[src/rtl/fb_line_reader.sv]
// rtl/fb_line_reader.sv - fetches one framebuffer line per line_sys into the linebuffer stream
// Optional build macro: FB_LINE_READER_SKIP_EN (skip refetching the row that was fetched last).
module fb_line_reader #(
  parameter int DATAW  = 4,
  parameter int WIDTH  = 320,
  parameter int HEIGHT = 180,
  parameter int SCALEW = 6,
  parameter int LAT    = 1
) (
  input  logic                               clk_sys,
  input  logic                               rst_sys_n,
  input  logic                               frame_sys,
  input  logic                               line_sys,
  input  logic [SCALEW-1:0]                  scale,
  output logic                               fb_rd,
  output logic [$clog2(WIDTH*HEIGHT)-1:0]    fb_addr,
  input  logic [DATAW-1:0]                   fb_data,
  output logic                               lb_en,
  output logic [DATAW-1:0]                   lb_data,
  output logic                               lb_valid,
  output logic                               busy
);

  localparam int AW = $clog2(WIDTH*HEIGHT);
  localparam int RW = (HEIGHT > 1) ? $clog2(HEIGHT) : 1;
  localparam int CW = (WIDTH > 1) ? $clog2(WIDTH) : 1;

  typedef enum logic [1:0] {IDLE, PREP, READ, DRAIN} state_t;

  state_t            state;
  logic [RW-1:0]     row;
  logic [SCALEW-1:0] cnt_v;
  logic [AW-1:0]     row_base;
  logic [AW-1:0]     fetch_base;
  logic [CW-1:0]     col;
  logic [2:0]        dcnt;
  // vld tracks issued reads travelling through the memory latency; en_p
  // carries the start-of-line marker so lb_en lands one cycle before word 0.
  logic [LAT-1:0]    vld;
  logic [LAT-1:0]    en_p;

  logic [RW-1:0]     row_n;
  logic [SCALEW-1:0] cntv_n;
  logic [AW-1:0]     base_n;
  logic [SCALEW-1:0] scale_m1;
  logic              skip_hit;

`ifdef FB_LINE_READER_SKIP_EN
  logic [RW-1:0]     tgt_row;
  logic [RW-1:0]     last_row;
  logic              last_vld;
`endif

  // Counter values as seen by this line_sys: frame_sys clears them first.
  always_comb begin
    row_n    = frame_sys ? '0 : row;
    cntv_n   = frame_sys ? '0 : cnt_v;
    base_n   = frame_sys ? '0 : row_base;
    scale_m1 = (scale == '0) ? '0 : scale - SCALEW'(1);
    skip_hit = 1'b0;
`ifdef FB_LINE_READER_SKIP_EN
    skip_hit = last_vld && !frame_sys && (row_n == last_row);
`endif
  end

  assign busy     = (state != IDLE);
  assign lb_valid = vld[LAT-1];
  assign lb_en    = en_p[LAT-1];
  assign lb_data  = lb_valid ? fb_data : '0;

  // Row/vertical bookkeeping, fetch FSM and read-latency pipeline.
  always_ff @(posedge clk_sys or negedge rst_sys_n) begin
    if (!rst_sys_n) begin
      state      <= IDLE;
      row        <= '0;
      cnt_v      <= '0;
      row_base   <= '0;
      fetch_base <= '0;
      col        <= '0;
      dcnt       <= '0;
      fb_rd      <= 1'b0;
      fb_addr    <= '0;
      vld        <= '0;
      en_p       <= '0;
`ifdef FB_LINE_READER_SKIP_EN
      tgt_row    <= '0;
      last_row   <= '0;
      last_vld   <= 1'b0;
`endif
    end else begin
      vld     <= vld << 1;
      vld[0]  <= fb_rd;
      en_p    <= en_p << 1;
      en_p[0] <= 1'b0;
      if (line_sys) begin
        fetch_base <= base_n;
`ifdef FB_LINE_READER_SKIP_EN
        tgt_row    <= row_n;
        if (frame_sys) last_vld <= 1'b0;
`endif
        if (cntv_n >= scale_m1) begin
          cnt_v <= '0;
          if (row_n != RW'(HEIGHT-1)) begin
            row      <= row_n + RW'(1);
            row_base <= base_n + AW'(WIDTH);
          end else begin
            row      <= row_n;
            row_base <= base_n;
          end
        end else begin
          cnt_v    <= cntv_n + SCALEW'(1);
          row      <= row_n;
          row_base <= base_n;
        end
        vld   <= '0;
        en_p  <= '0;
        fb_rd <= 1'b0;
        col   <= '0;
        state <= skip_hit ? IDLE : PREP;
      end else if (frame_sys) begin
        row      <= '0;
        cnt_v    <= '0;
        row_base <= '0;
        vld      <= '0;
        en_p     <= '0;
        fb_rd    <= 1'b0;
        state    <= IDLE;
`ifdef FB_LINE_READER_SKIP_EN
        last_vld <= 1'b0;
`endif
      end else begin
        case (state)
          PREP: begin
            state   <= READ;
            fb_rd   <= 1'b1;
            fb_addr <= fetch_base;
            col     <= '0;
            en_p[0] <= 1'b1;
          end
          READ: begin
            if (col == CW'(WIDTH-1)) begin
              fb_rd <= 1'b0;
              dcnt  <= '0;
              state <= DRAIN;
            end else begin
              col     <= col + CW'(1);
              fb_addr <= fb_addr + AW'(1);
            end
          end
          DRAIN: begin
            if (dcnt == 3'(LAT-1)) begin
              state <= IDLE;
`ifdef FB_LINE_READER_SKIP_EN
              last_row <= tgt_row;
              last_vld <= 1'b1;
`endif
            end else begin
              dcnt <= dcnt + 3'd1;
            end
          end
          default: state <= IDLE;
        endcase
      end
    end
  end

endmodule
[config.mk]
export PLATFORM = sky130hd
export DESIGN_NAME = fb_line_reader
export DESIGN_NICKNAME = d
export VERILOG_FILES = /design/src/rtl/fb_line_reader.sv
export SDC_FILE = /design/constraint.sdc
export NUM_CORES = 1
export LEC_CHECK = 0
export CAP_MARGIN = 20
export CORE_ASPECT_RATIO = 0.6
export CORE_MARGIN = 5
export CORE_UTILIZATION = 62
export DETAILED_ROUTE_END_ITERATION = 6
export HOLD_SLACK_MARGIN = 0.06
export PLACE_DENSITY = 0.85
export SLEW_MARGIN = 20
export SYNTH_ARGS = -nofsm -noshare
export SYNTH_HDL_FRONTEND = slang
export SYNTH_SLANG_ARGS = --single-unit
[constraint.sdc]
create_clock -name clk_sys -period 4.8 [get_ports clk_sys]
set_clock_uncertainty 0.2 [all_clocks]
set_input_delay 1.44 -clock clk_sys [delete_from_list [all_inputs] [get_ports clk_sys]]
set_output_delay 1.44 -clock clk_sys [all_outputs]
set_load 0.02 [all_outputs]
==> results of run 1 <==
[cell usage after synthesis (3+ instances only)]
master / number / area share
dfrtp_1: 79 / 0.45
nand2_1: 55 / 0.047
nor2_1: 29 / 0.025
nor2b_1: 24 / 0.034
o21ai_0: 23 / 0.026
a21oi_1: 20 / 0.023
ha_1: 18 / 0.051
inv_1: 18 / 0.015
nand3_1: 14 / 0.016
mux2_2: 13 / 0.033
mux2i_1: 12 / 0.027
nand4_1: 12 / 0.017
nor3_1: 11 / 0.012
and2_1: 10 / 0.014
xnor2_1: 10 / 0.020
or3_1: 9 / 0.013
a31oi_1: 8 / 0.011
a21o_1: 7 / 0.012
buf_2: 7 / 0.0079
and3_1: 6 / 0.0085
nand2b_1: 6 / 0.0085
nor3b_1: 6 / 0.010
clkbuf_1: 5 / 0.0042
a22o_1: 4 / 0.0079
a22oi_1: 4 / 0.0068
xor2_1: 4 / 0.0079
a32oi_1: 3 / 0.0059
and4_1: 3 / 0.0059
o22ai_1: 3 / 0.0042
o31ai_1: 3 / 0.0051
[cell families (layout without fill, tap and decap cells)]
group | count (synthesis) | after routing | synth area share
adder cells (fa/ha/maj) | 18 | 18 | 0.0508
AO/OA/AOI/OAI | 92 | 92 | 0.143
buffers and inverters | 34 | 80 | 0.0325
multiplexers | 25 | 25 | 0.0601
flip-flops | 79 | 79 | 0.446
XOR/XNOR | 14 | 14 | 0.0277
AND/OR/NAND/NOR | 199 | 199 | 0.240
[where the power goes]
part / internal, W / leakage [nW] / switching, W
logic: 0.0000863 / 1.15 / 0.000119
registers: 0.000691 / 1.08 / 0.0000320
clock network: 0.000388 / 0.140 / 0.000266
total: 0.00117 / 2.37 / 0.000417
[through the flow]
stage                     hold WS, ns  power [W]  utilization  setup slack (ns)
after detailed placement        0.301   0.000932        0.718             0.133
after global placement          0.272   0.000923        0.718             0.294
after CTS                       0.316    0.00159        0.759             0.470
after global routing            0.329    0.00164        0.764             0.284
after floorplan                 0.252   0.000841            -             0.822
final                           0.317    0.00158        0.764             0.460
[path summary, 6_finish.rpt]
kind	from	endpoint	slack, ns	cells past startpoint
worst min-delay path	col[3]	col[3]	0.32	1
max in group asynchronous	rst_sys_n	cnt_v[5]	2.99	2
worst max register to register	state[0]	fb_addr[15]	2.02	8
min in group asynchronous	rst_sys_n	row_base[6]	0.82	1
worst max-delay path	scale[0]	row_base[15]	0.46	12
worst min register to register	col[3]	col[3]	0.32	1
[worst max-delay path, delay by kind of cell]
kind | cells | cell delay, ns
and+or+nand+nor | 5 | 1.29
adders and majority gates | 2 | 0.46
AOI/OAI and AO/OA | 3 | 0.67
buffers and inverters | 2 | 0.53
[final cells by class]
cell class / instances / area, um2 / share of cell area
clock inverter: 3 / 17.5 / 0.00336
timing repair buffer: 46 / 455 / 0.0875
multi-input combinational: 348 / 2310 / 0.444
clock buffer: 12 / 267 / 0.0512
sequential: 79 / 1980 / 0.380
inverter: 19 / 71.3 / 0.0137
tap: 87 / 109 / 0.0209
[sequential cells by signal (all words and copies together), names as in the netlist]
register,count
lb_en,1
row,8
lb_valid,1
col,9
fb_rd,1
row_base,16
dcnt,3
cnt_v,6
state,2
fetch_base,16
fb_addr,16
[per-layer routing]
| layer | vias up | wire, um |
|---|---|---|
| li1 | 1731 | - |
| met1 | 1855 | 5080 |
| met2 | 179 | 4940 |
| met3 | 24 | 1020 |
| met4 | 0 | 134 |
| met5 | - | 0 |
==> metrics.txt, run 1 <==
DR vias/cell=~6.4; H-tree Lvls=3; worst-margin pin slew=between 0.5 and 0.6 ns; die width=roughly 120 um; initial antenna violation count=0; Worst Hold Class=flop to flop; crit-path max FO=7; post-synthesis register bit count=slightly below 80; 1st-iter DRT viols=492; crit path kind=primary input to flop; Die Area=~9000 um2; Resized cells post-CTS=0; fillers=roughly 470; synthesis-to-layout area growth=17.5%; MaxCap Viol Count=0; worst skew pair latency=between 0.3 and 0.4 ns; met2 usage=0.403; Placement Cell Area=roughly 5000 um2; layer with the highest usage=met2; Placer Congestion=around 0.92; I/O pin count=38; fraction of layout cells with a size suffix above 1=0.0986; sum of negative setup slack=0 ns; Yosys warnings=0; Core Rows=23; Num CTS Buffers=9; WP data arrival=between 4 and 5 ns; CTS tree=done; maximum VDD drop=246 uV; Core ar.=between 6000 and 7000 um2; drt wl/cell=around 19 um; largest net degree at the start of global routing=80; Die Height=about 75 um; Pwr Density=approximately 300 nW/um2; remaining routing DRC violations=0; via count=around 3,800; max incr delay on CP=around 0.5 ns; met3 Use GR=0.0972; CTS Root Cell=clkbuf_16; number of global-route vias before repair=about 3,700; port buffer count=37; fin nets=approximately 540; crit share post-route=0.904; DRT Pass-1 Iters=5; hold_buf cts=0; Worst Path Required=4.86 ns; Worst setup SP type=primary input; ys flop type=dfrtp_1; syn nets=493; Worst Setup End Kind=flop; Final Instance Area=~5200 um2; worst-path cell chain=clkdlybuf4s50_1, inv_1, ha_1, nand2_1, or3_1, and2_1, ha_1, nand2b_1, a21oi_1, o31a_4, or4_1, a21oi_1; Rel. slew slack=0.608; number of distinct library cells after synthesis=58; post-CTS setup buffers=0; WL final=11,200 um; Clock Tree Buf Depth=2; slowest cell on the critical path=or4_1; fin crit period=4.34 ns; Post-Syn Area per Cell=about 9.6 um2; outcome=finished clean; async set or reset register ratio after synthesis=1.00; Post-synth EDFFs=0; Final HPWL DP=roughly 8000 um; GRT Overall Usage=0.264; commonest non-fill, non-tap cell in the layout=dfrtp_1; Starting Density=0.650; Mapped Area=around 4400 um2; register area share after synthesis=0.446; Leakage=~2.4 nW; unrepaired setup endpoints after global routing=false; post-route insts no fill=between 500 and 600; count of final max-slew check failures=0; Final ANT Viol Nets=0; Cells after DPL=578; Worst-path clk slew=roughly 0.060 ns; Cells after Synth=~460; met1 usage=0.365; most frequent cells in the layout=79 x dfrtp_1, 55 x nand2_1, 36 x clkdlybuf4s50_1; f_max=between 200 and 250 MHz; n_diodes=0; total gr overflow=0; Hold Vio Cnt, Final=0; Final Setup Violations=0; clock sinks=79; global-route wire length before repair=between 15,000 and 20,000 um
Note: power is estimated with default switching activity, not from simulation.
==> run 2, diff against run 1 <==
CORE_UTILIZATION = 50   (was 62)
CTS_BUF_LIST = sky130_fd_sc_hd__clkbuf_2 sky130_fd_sc_hd__clkbuf_4 sky130_fd_sc_hd__clkbuf_8   (was default)
PLACE_DENSITY = 0.71   (was 0.85)
==> metrics.txt, run 2 (synthesized netlist as in run 1, its figures left out) <==
Worst Setup End Kind=flop; crit path kind=primary input to flop; Final HPWL DP=roughly 8000 um; Hold Path Sink=col[8]; DR vias/cell=5.91; slowest cell on the critical path=or4_1; Placer Congestion=between 0.8 and 0.9; WL final=10,900 um; post-route insts no fill=620; maximum VDD drop=171 uV; worst skew pair latency=roughly 0.37 ns; Rel. slew slack=0.448; worst-path cell chain=clkdlybuf4s50_1, inv_1, ha_1, nand2_1, or3_1, and2_1, ha_1, nand2b_1, a21oi_1, o31a_4, or4_1, a21oi_1; met3 wire length=roughly 900 um; Worst-path clk slew=0.08 ns; clock group share of total power=0.382; Core ar.=between 8000 and 9000 um2; CTS tree=done; remaining routing DRC violations=0; unrepaired setup endpoints after global routing=false; total gr overflow=0; worst r2r dst=fb_addr[15]; worst-margin pin slew=just over 0.8 ns; die width=around 130 um; Final Setup Violations=0; drt wl/cell=17.6 um; number of global-route vias before repair=approximately 3,500; worst reg2reg startpoint=state[0]; met2 WL post-DR=roughly 4400 um; crit-path max FO=7; Worst setup SP type=primary input; via count=roughly 3,700; 1st-iter DRT viols=435; Clock Tree Buf Depth=2; Internal=roughly 0.0011 W; count of final max-slew check failures=0; outcome=finished clean; post-CTS setup buffers=0; fin crit period=about 4.3 ns; sum of negative setup slack=0 ns; largest net degree at the start of global routing=80; global-route wire length before repair=roughly 18,000 um; internal reg-to-reg setup slack=1.54 ns; port buffer count=37; Final ANT Viol Nets=0; fin nets=between 500 and 600; MaxCap Viol Count=0; Worst Path Required=between 4 and 5 ns; Worst Hold Path Cells=1; M1 wire length=5460 um; commonest non-fill, non-tap cell in the layout=dfrtp_1; Comb power frac=0.137; Hold Vio Cnt, Final=0; CTS Root Cell=clkbuf_8; clock sinks=about 80; DRT Pass-1 Iters=5; Final WS setup=~0.45 ns; crit share post-route=0.905; WP data arrival=about 4.4 ns; GRT Overall Usage=0.204; Pwr Density=just under 300 nW/um2; Cells after DPL=between 600 and 700; Psw=about 0.00041 W; f_max=between 200 and 250 MHz; n_diodes=0; max incr delay on CP=around 0.5 ns; sw frac=0.275; Starting Density=0.516; I/O pin count=38; FF-to-FF path depth=7; Worst Hold Launch=col[8]; Leakage=about 2.3 nW; synthesis-to-layout area growth=16.6%; hold_buf cts=0; Largest regs=fb_addr (16), fetch_base (16), row_base (16); sequential share of power=0.481; Core Rows=26; highest metal used=met4; Num CTS Buffers=9; H-tree Lvls=3; most frequent cells in the layout=79 x dfrtp_1, 55 x nand2_1, 36 x clkdlybuf4s50_1; Worst Hold Class=flop to flop; Place WS=approximately 0.12 ns; fillers=776; fraction of layout cells with a size suffix above 1=0.100; Die Area=10,900 um2; Die Height=a little over 80 um; initial antenna violation count=0; Resized cells post-CTS=0
-- run 2: through the flow --
step | total power, W | hold slack, ns | instance area [um2] | utilization
floorplan | 0.000841 | 0.252 | 4430 | -
global placement | 0.000929 | 0.282 | 4930 | 0.575
detailed placement | 0.000936 | 0.285 | 4930 | 0.575
CTS | 0.00151 | 0.306 | 5160 | 0.601
global route | 0.00156 | 0.321 | 5170 | 0.602
finish | 0.00150 | 0.307 | 5170 | 0.602
-- run 2: how the worst max path moves through the flow --
stage / slack (ns) / startpoint / to / cells past startpoint
after global routing: 0.33 / scale[0] / row_base[15] / 12
after global placement: 0.29 / scale[0] / row_base[15] / 12
final: 0.45 / scale[1] / row_base[15] / 12
after detailed placement: 0.12 / scale[0] / row_base[15] / 12
after floorplan: 0.82 / scale[0] / row_base[15] / 11
after CTS: 0.49 / scale[0] / row_base[15] / 12
-- run 2: power by group through the flow --
stage | Combinational (W) | Sequential (W) | Clock (W)
floorplan | 0.0000982 | 0.000743 | 0
global placement | 0.000198 | 0.000731 | 0
detailed placement | 0.000203 | 0.000732 | 0
finish | 0.000205 | 0.000720 | 0.000571
CTS | 0.000205 | 0.000719 | 0.000583
global route | 0.000224 | 0.000724 | 0.000607
-- run 2: area by class of cell --
type	count	area, um2	share of cell area
Multi-Input combinational cell	348	2310	0.447
Clock buffer	10	138	0.0266
Sequential cell	79	1980	0.382
Inverter	19	71.3	0.0138
Clock inverter	6	92.6	0.0179
Tap cell	112	140	0.0271
Timing Repair Buffer	46	439	0.0850
-- run 2: layer usage --
layer | track usage | up-vias
met3 | 0.0531 | 17
met2 | 0.279 | 131
met4 | 0.0448 | 0
met5 | 0 | -
met1 | 0.318 | 1785
li1 | - | 1733
-- run 2: critical path: cells and delay by family --
kind | cells | cell delay [ns]
adder cells (fa/ha/maj) | 2 | 0.48
buffers and inverters | 2 | 0.56
AO/OA/AOI/OAI | 3 | 0.68
AND/OR/NAND/NOR | 5 | 1.28
==> run 3, diff against run 2 <==
CORE_MARGIN = 2   (was 5)
SLEW_MARGIN = 25   (was 20)
==> metrics.txt, run 3 (synthesized netlist as in run 1, its figures left out) <==
Die Height=approximately 77 um; drt wl/cell=around 17 um; maximum VDD drop=about 240 uV; Final ANT Viol Nets=0; WP data arrival=~4.4 ns; Final Setup Violations=0; Worst Path Required=between 4 and 5 ns; synthesis-to-layout area growth=15.9%; Largest regs=fb_addr (16), fetch_base (16), row_base (16); Core ar.=between 8000 and 9000 um2; fraction of layout cells with a size suffix above 1=0.100; Worst Setup End Kind=flop; port buffer count=37; 1st-iter DRT viols=411; CTS Root Cell=clkbuf_8; die width=about 130 um; commonest non-fill, non-tap cell in the layout=dfrtp_1; GRT Overall Usage=0.233; Hold Vio Cnt, Final=0; fin crit period=~4.3 ns; n_diodes=0; f_max=233 MHz; Leakage=2.33 nW; slowest cell on the critical path=or4_1; worst-path cell chain=clkdlybuf4s50_1, inv_1, ha_1, nand2_1, or3_1, and2_1, ha_1, nand2b_1, a21oi_1, o31a_4, or4_1, a21oi_1; crit-path max FO=7; outcome=finished clean; I/O pin count=38; MaxCap Viol Count=0; crit path from=scale[0]; Worst setup SP type=primary input; most frequent cells in the layout=79 x dfrtp_1, 55 x nand2_1, 36 x clkdlybuf4s50_1; Worst Hold Class=flop to flop; Worst-path clk slew=0.08 ns; global-route wire length before repair=about 18,000 um; total gr overflow=0; fin nets=approximately 540; crit path kind=primary input to flop; CTS tree=done; Die Area=between 9000 and 10,000 um2; worst-margin pin slew=0.781 ns; Worst Hold Launch=dcnt[1]; post-CTS setup buffers=0; unrepaired setup endpoints after global routing=false; max incr delay on CP=around 0.51 ns; remaining routing DRC violations=0; Pwr Total=0.00143 W; Resized cells post-CTS=0; DR vias/cell=6.00; clock sinks=a little under 80; top cell family by delay on the critical path=simple AND/OR/NAND/NOR gates; crit share post-route=0.895; CP Buf/Inv Count=2; Clock Tree Buf Depth=2; Pwr Density=between 200 and 300 nW/um2; Core Rows=26; sum of negative setup slack=0 ns; H-tree Lvls=3; Rel. slew slack=0.480; number of global-route vias before repair=~3,500; initial antenna violation count=0; worst reg2reg startpoint=state[0]; hold_buf cts=0; DRT Pass-1 Iters=5; count of final max-slew check failures=0; largest net degree at the start of global routing=80; Starting Density=0.518; Num CTS Buffers=9; worst skew pair latency=about 0.36 ns; Final HPWL DP=between 7000 and 8000 um; Placer Congestion=0.928; WL final=10,500 um; via count=between 3,000 and 4,000
-- run 3: cell types whose count changed in the layout (fill, tap and decap cells not counted), sizes merged --
| cell | before | now |
|---|---|---|
| inv | 19 | 18 |
| bufinv | 2 | 1 |
| clkinv | 2 | 4 |
| clkinvlp | 2 | 0 |
| clkbuf | 10 | 12 |
-- run 3: tightest hold or removal path, delay by kind of cell, from the launching register on --
| kind | cells | cell delay [ns] |
|---|---|---|
| flip-flops | 1 | 0.37 |
| AO/OA/AOI/OAI | 1 | 0.06 |
| AND/OR/NAND/NOR | 1 | 0.05 |
-- run 3: final timing paths --
| check | slack (ns) | endpoint | cells after the start |
|---|---|---|---|
| hold reg to reg | 0.31 | dcnt[1] | 2 |
| max in group asynchronous | 2.99 | row_base[11] | 1 |
| setup reg to reg | 1.59 | fb_addr[15] | 7 |
| min in group asynchronous | 0.89 | cnt_v[2] | 1 |
| hold / removal | 0.31 | dcnt[1] | 2 |
| setup / recovery | 0.50 | row_base[15] | 12 |
-- run 3: layer usage --
metal  GRT usage  wire (um)
met1       0.362       5310
met2       0.321       4380
met3      0.0565        704
met4      0.0589        101
met5           0          0
-- run 3: final cells by class --
class	count	area, um2
Fill cell	716	3420
Multi-Input combinational cell	348	2310
Sequential cell	79	1980
Timing Repair Buffer	46	439
Clock buffer	12	153
Tap cell	112	140
Inverter	19	71.3
Clock inverter	4	45.0
-- run 3: metrics by stage --
step	hold slack [ns]	util	setup WS (ns)	area (um2)	cells
3_3_place_gp	0.279	0.577	0.280	4930	604
5_1_grt	0.336	0.600	0.329	5140	620
6_report	0.313	0.600	0.503	5140	620
3_5_place_dp	0.299	0.577	0.173	4930	604
4_1_cts	0.317	0.600	0.528	5130	620
2_1_floorplan	0.252	-	0.822	4430	461
-- run 3: where the power goes --
| part | switching, W | internal (W) | total [W] |
|---|---|---|---|
| clock network | 0.000243 | 0.000264 | 0.000507 |
| registers | 0.0000304 | 0.000690 | 0.000720 |
| logic | 0.000116 | 0.0000850 | 0.000201 |
| total | 0.000389 | 0.00104 | 0.00143 |
